<file path="config.mk">
export PLATFORM = sky130hd
export DESIGN_NAME = mux_pipe_reg
export DESIGN_NICKNAME = d
export VERILOG_FILES = /design/src/rtl/mux_pkg.sv /design/src/rtl/mux_n.sv /design/src/rtl/mux_pipe_reg.sv
export SDC_FILE = /design/constraint.sdc
export NUM_CORES = 1
export LEC_CHECK = 0
export BUFFER_PORTS_ARGS = -buffer_cell sky130_fd_sc_hd__buf_2
export CORE_ASPECT_RATIO = 0.8
export CORE_MARGIN = 2
export CORE_UTILIZATION = 37
export DETAILED_ROUTE_END_ITERATION = 8
export GPL_ROUTABILITY_DRIVEN = 0
export PLACE_DENSITY = 0.92
export SLEW_MARGIN = 20
export SYNTH_ARGS = -nofsm -noshare
export SYNTH_HDL_FRONTEND = slang
export SYNTH_SLANG_ARGS = --single-unit
</file>
<file path="constraint.sdc">
create_clock -name CLK -period 1.5 [get_ports CLK]
set_clock_uncertainty 0.2 [all_clocks]
set_input_delay 0.075 -clock CLK [delete_from_list [all_inputs] [get_ports CLK]]
set_output_delay 0.075 -clock CLK [all_outputs]
set_load 0.01 [all_outputs]
</file>
<file path="src/rtl/mux_pkg.sv">
// Shared constants and select-width helper for the pipelined N-way selector.
package mux_pkg;

  localparam int MAX_NUM_IN = 16;
  localparam int MAX_STAGES = 4;

  // Select width is clog2(n), but never narrower than one bit.
  function automatic int sel_width(input int n);
    return (n <= 2) ? 1 : $clog2(n);
  endfunction

endpackage

</file>
<file path="src/rtl/mux_n.sv">
// Combinational N-way selector: out-of-range select values return all zeros.
module mux_n
  import mux_pkg::*;
#(
  parameter int WIDTH  = 32,
  parameter int NUM_IN = 4
) (
  input  logic [NUM_IN*WIDTH-1:0]          in_data_i,
  input  logic [sel_width(NUM_IN)-1:0]     sel_i,
  output logic [WIDTH-1:0]                 sel_val_o
);

  localparam int SEL_W   = sel_width(NUM_IN);
  localparam int ENTRIES = 2 ** SEL_W;

  logic [WIDTH-1:0] table_s [ENTRIES];

  // Pad the table to a full power of two so unused codes decode to zero.
  for (genvar k = 0; k < ENTRIES; k++) begin : g_ent
    if (k < NUM_IN) begin : g_in
      assign table_s[k] = in_data_i[k*WIDTH +: WIDTH];
    end else begin : g_zero
      assign table_s[k] = '0;
    end
  end

  assign sel_val_o = table_s[sel_i];

endmodule

</file>
<file path="src/rtl/mux_pipe_reg.sv">
// Selector followed by STAGES stall/flush-capable register stages.
// Optional macro SEL_ERR_EN adds a sticky out-of-range select flag (sel_err).
module mux_pipe_reg
  import mux_pkg::*;
#(
  parameter int WIDTH  = 32,
  parameter int NUM_IN = 4,
  parameter int STAGES = 1
) (
  input  logic                           CLK,
  input  logic                           RST,
  input  logic [NUM_IN*WIDTH-1:0]        in_data,
  input  logic [sel_width(NUM_IN)-1:0]   SEL,
  input  logic                           in_valid,
  input  logic                           stall,
  input  logic                           flush,
  output logic [WIDTH-1:0]               out,
  output logic                           out_valid
`ifdef SEL_ERR_EN
  ,
  output logic                           sel_err
`endif
);

  localparam int SEL_W = sel_width(NUM_IN);

  if (NUM_IN < 2 || NUM_IN > MAX_NUM_IN) begin : g_bad_num_in
    $error("mux_pipe_reg: NUM_IN out of range 2..16");
  end
  if (STAGES < 1 || STAGES > MAX_STAGES) begin : g_bad_stages
    $error("mux_pipe_reg: STAGES out of range 1..4");
  end
  if (WIDTH < 1) begin : g_bad_width
    $error("mux_pipe_reg: WIDTH must be positive");
  end

  logic [WIDTH-1:0]  sel_val_s;
  logic [STAGES-1:0] valid_q, valid_d;
  logic [WIDTH-1:0]  data_q [STAGES];
  logic [WIDTH-1:0]  data_d [STAGES];

  mux_n #(
    .WIDTH  (WIDTH),
    .NUM_IN (NUM_IN)
  ) u_mux (
    .in_data_i (in_data),
    .sel_i     (SEL),
    .sel_val_o (sel_val_s)
  );

  // Next-state of the stage registers: flush beats stall beats advance.
  always_comb begin
    valid_d = valid_q;
    for (int i = 0; i < STAGES; i++) begin
      data_d[i] = data_q[i];
    end
    if (flush) begin
      valid_d = '0;
      for (int i = 0; i < STAGES; i++) begin
        data_d[i] = '0;
      end
    end else if (stall) begin
      valid_d = valid_q;
    end else begin
      valid_d[0] = in_valid;
      data_d[0]  = in_valid ? sel_val_s : '0;
      // Bubbles already carry zero data, so downstream stages copy verbatim.
      for (int i = 1; i < STAGES; i++) begin
        valid_d[i] = valid_q[i-1];
        data_d[i]  = data_q[i-1];
      end
    end
  end

  // Stage registers with synchronous reset.
  always_ff @(posedge CLK) begin
    if (RST) begin
      valid_q <= '0;
      for (int i = 0; i < STAGES; i++) begin
        data_q[i] <= '0;
      end
    end else begin
      valid_q <= valid_d;
      for (int i = 0; i < STAGES; i++) begin
        data_q[i] <= data_d[i];
      end
    end
  end

  assign out       = data_q[STAGES-1];
  assign out_valid = valid_q[STAGES-1];

`ifdef SEL_ERR_EN
  localparam logic [SEL_W:0] NUM_IN_L = (SEL_W + 1)'(NUM_IN);

  logic oor_s;
  logic sel_err_q, sel_err_d;

  assign oor_s = ({1'b0, SEL} >= NUM_IN_L);

  // Flag is only raised by a select that actually enters the pipe.
  always_comb begin
    sel_err_d = sel_err_q;
    if (in_valid && !stall && !flush && oor_s) begin
      sel_err_d = 1'b1;
    end else begin
      sel_err_d = sel_err_q;
    end
  end

  // Sticky error flag, cleared only by reset.
  always_ff @(posedge CLK) begin
    if (RST) begin
      sel_err_q <= 1'b0;
    end else begin
      sel_err_q <= sel_err_d;
    end
  end

  assign sel_err = sel_err_q;
`endif

endmodule

</file>
==> summary.md <==
| Metric | Value |
|---|---|
| Slew @ Worst Pin | `227 ps` |
| Max cap viols | `0` |
| YS warnings | `0` |
| CTS Root Cell | `clkbuf_8` |
| DR pass1 iterations | `4` |
| Critical path launch point type | `input pin` |
| Largest net degree at the start of global routing | `33` |
| Crit path max-delay cell type | `dlygate4sd3_1` |
| Total core area | `4620 sq um` |
| Width of the chip | `81.9 um` |
| Failing checks | `setup timing` |
| Mean Syn Cell Area | `15.8 sq um` |
| VDD IR-drop max | `0.351 mV` |
| Rows | `22` |
| Leak | `1.42 nW` |
| Hold Slack | `19.0 ps` |
| Number of cells on the critical path | `5` |
| Worst setup EP type | `register` |
| Antenna Cells | `0` |
| Cells after Synth | `114` |
| Initial antenna violation count | `0` |
| Worst EP required | `1520 ps` |
| Number of global-route vias before repair | `1868` |
| Total GRT Usage | `0.227` |
| FMAX | `0.662 GHz` |
| Leading cell type in the layout, fill and taps excluded | `buf_2` |
| CP Max Fanout | `17` |
| H-tree Lvls | `2` |
| I/O Pins | `168` |
| Setup WS pre-CTS | `-22.2 ps` |
| 1st-iter DRT viols | `48` |
| Final #Nets | `420` |
| Die ar. | `5440 sq um` |
| Post-synthesis sequential area ratio | `0.367` |
| Distinct cells, synth | `12` |
| Final Max Slew Viols | `0` |
| Clock insertion delay at the later pin of the skew report | `270 ps` |
| Post-route DRC | `0` |
| Total clock sinks | `33` |
| Setup violations, final | `4` |
| P&R area growth vs syn | `59.0%` |
| CTS clk-pin slew, worst paths | `70 ps` |
| Placed cell areas | `2730 sq um` |
| CTS tree | `built` |
| HP Class | `in2reg` |
| Crit path cell chain | `dlygate4sd3_1 -> buf_2 -> nor4b_4 -> buf_4 -> a22o_1` |
| Worst setup margin | `-10.3 ps` |
| Slew HR | `0.848` |
| Vias per inst | `5.35` |
| Post-CTS setup buffer count | `0` |
| Delay-heaviest family, CP | `buffers and inverters` |
| Total gr overflow | `0` |
| Clk buf depth | `2` |
| Number of synthesized register bits | `33` |
| Crit path DAT | `1530 ps` |
| Final wirelength | `6.08 mm` |
| Syn Nets | `249` |
| Fill cell count | `393` |
| Proportion of layout cells with a drive suffix above 1 | `0.740` |
| Syn Std Cell Area | `1800 sq um` |
| ANT nets after route | `0` |
| Largest stage delay, worst path | `540 ps` |
| WHS Path Cells | `3` |
| First-pass GRT wire length | `9.06 mm` |
| Pwr Density | `723 nW/um^2` |
| Vias | `1846` |
| Worst R2R Path Depth | `2` |
| Post-detail-place hpwl | `4.83 mm` |
| Worst Path Buf+Inv | `3` |
| Die height | `66.4 um` |
| Setup TNS | `-15.2 ps` |
| Design area | `2860 sq um` |
| Port-buffer cells | `167` |
| Routed WL per cell | `17.6 um` |
| Minimum clock period | `1510 ps` |
| Crit Path Class | `in2reg` |
| RSZ-0062 raised after global routing | `true` |
| Period utilization | `1.01` |
| Outcome | `finished with violations` |
| Hold Vio Cnt, Final | `0` |
| TritonCTS buffer count | `5` |
| Initial Utilization | `0.389` |
| Most frequent cells in the layout | `buf_2 (167), dfxtp_1 (33), a22o_1 (32)` |
-- where the power goes --
part | total (mW) | switching [mW] | internal [mW]
clock | 0.665 | 0.301 | 0.364
sequential | 0.909 | 0.0112 | 0.898
combinational | 0.492 | 0.175 | 0.317
-- cells by family after synthesis --
family,count (synthesis),share of synthesized area
simple gates,3,0.0181
compound gates,32,0.156
mux,33,0.411
buf+inv,13,0.0480
flops,33,0.367
-- registers in the layout, summed over array words and instances, names as in the netlist --
register,count
out_valid,1
data_q,32
-- area by class of cell --
| cell class | instances | area (sq um) | area share |
|---|---|---|---|
| sequential | 33 | 661 | 0.231 |
| tap | 60 | 75.1 | 0.0263 |
| multi-input combinational | 68 | 1070 | 0.373 |
| clock buffer | 7 | 86.3 | 0.0302 |
| timing repair buffer | 177 | 971 | 0.340 |
-- cell usage after synthesis (all sizes together) --
master | number | share of area
nor3 | 1 | 0.0028
nor3b | 1 | 0.0070
buf | 11 | 0.044
mux2i | 1 | 0.0056
a22o | 32 | 0.16
dfxtp | 33 | 0.37
nor4b | 1 | 0.0083
mux4 | 32 | 0.41
clkbuf | 2 | 0.0042
-- per-layer routing --
layer | up-vias | share of wire | GRT usage | routed length, um
met5 | - | 0 | 0 | 0
met2 | 105 | 0.52 | 0.402 | 3150
met1 | 892 | 0.38 | 0.259 | 2290
met3 | 8 | 0.092 | 0.0574 | 561
li1 | 841 | - | - | -
met4 | 0 | 0.012 | 0.0917 | 73
-- final timing paths --
| check | start | to | slack (ps) |
|---|---|---|---|
| worst max-delay path | stall | data_q[0][23] | -10 |
| worst min-delay path | in_data[110] | data_q[0][14] | 20 |
| worst max register to register | out_valid | out_valid | 650 |
| worst min register to register | data_q[0][26] | data_q[0][26] | 270 |
-- per-stage QoR --
step / total power, mW / instances / util
after global placement: 1.39 / 334 / 0.591
after floorplan: 1.17 / 114 / -
after global routing: 2.17 / 345 / 0.618
after CTS: 2.09 / 345 / 0.618
after detailed placement: 1.41 / 334 / 0.591
final: 2.07 / 345 / 0.618
-- worst reg2reg max path: cells and delay by family, from the launching register on --
| family | cells | cell delay [ps] |
|---|---|---|
| DFF | 1 | 340 |
| and+or+nand+nor | 1 | 150 |
| muxes | 1 | 80 |
-- what timing repair did --
action | 4_1_cts | 5_1_grt
gates resized for setup | 0 | 0
endpoints found under the setup margin | 0 | 29
endpoints found under the hold margin | 1 | 0
hold buffers | 4 | 0
(Power assumes the default switching activity.)
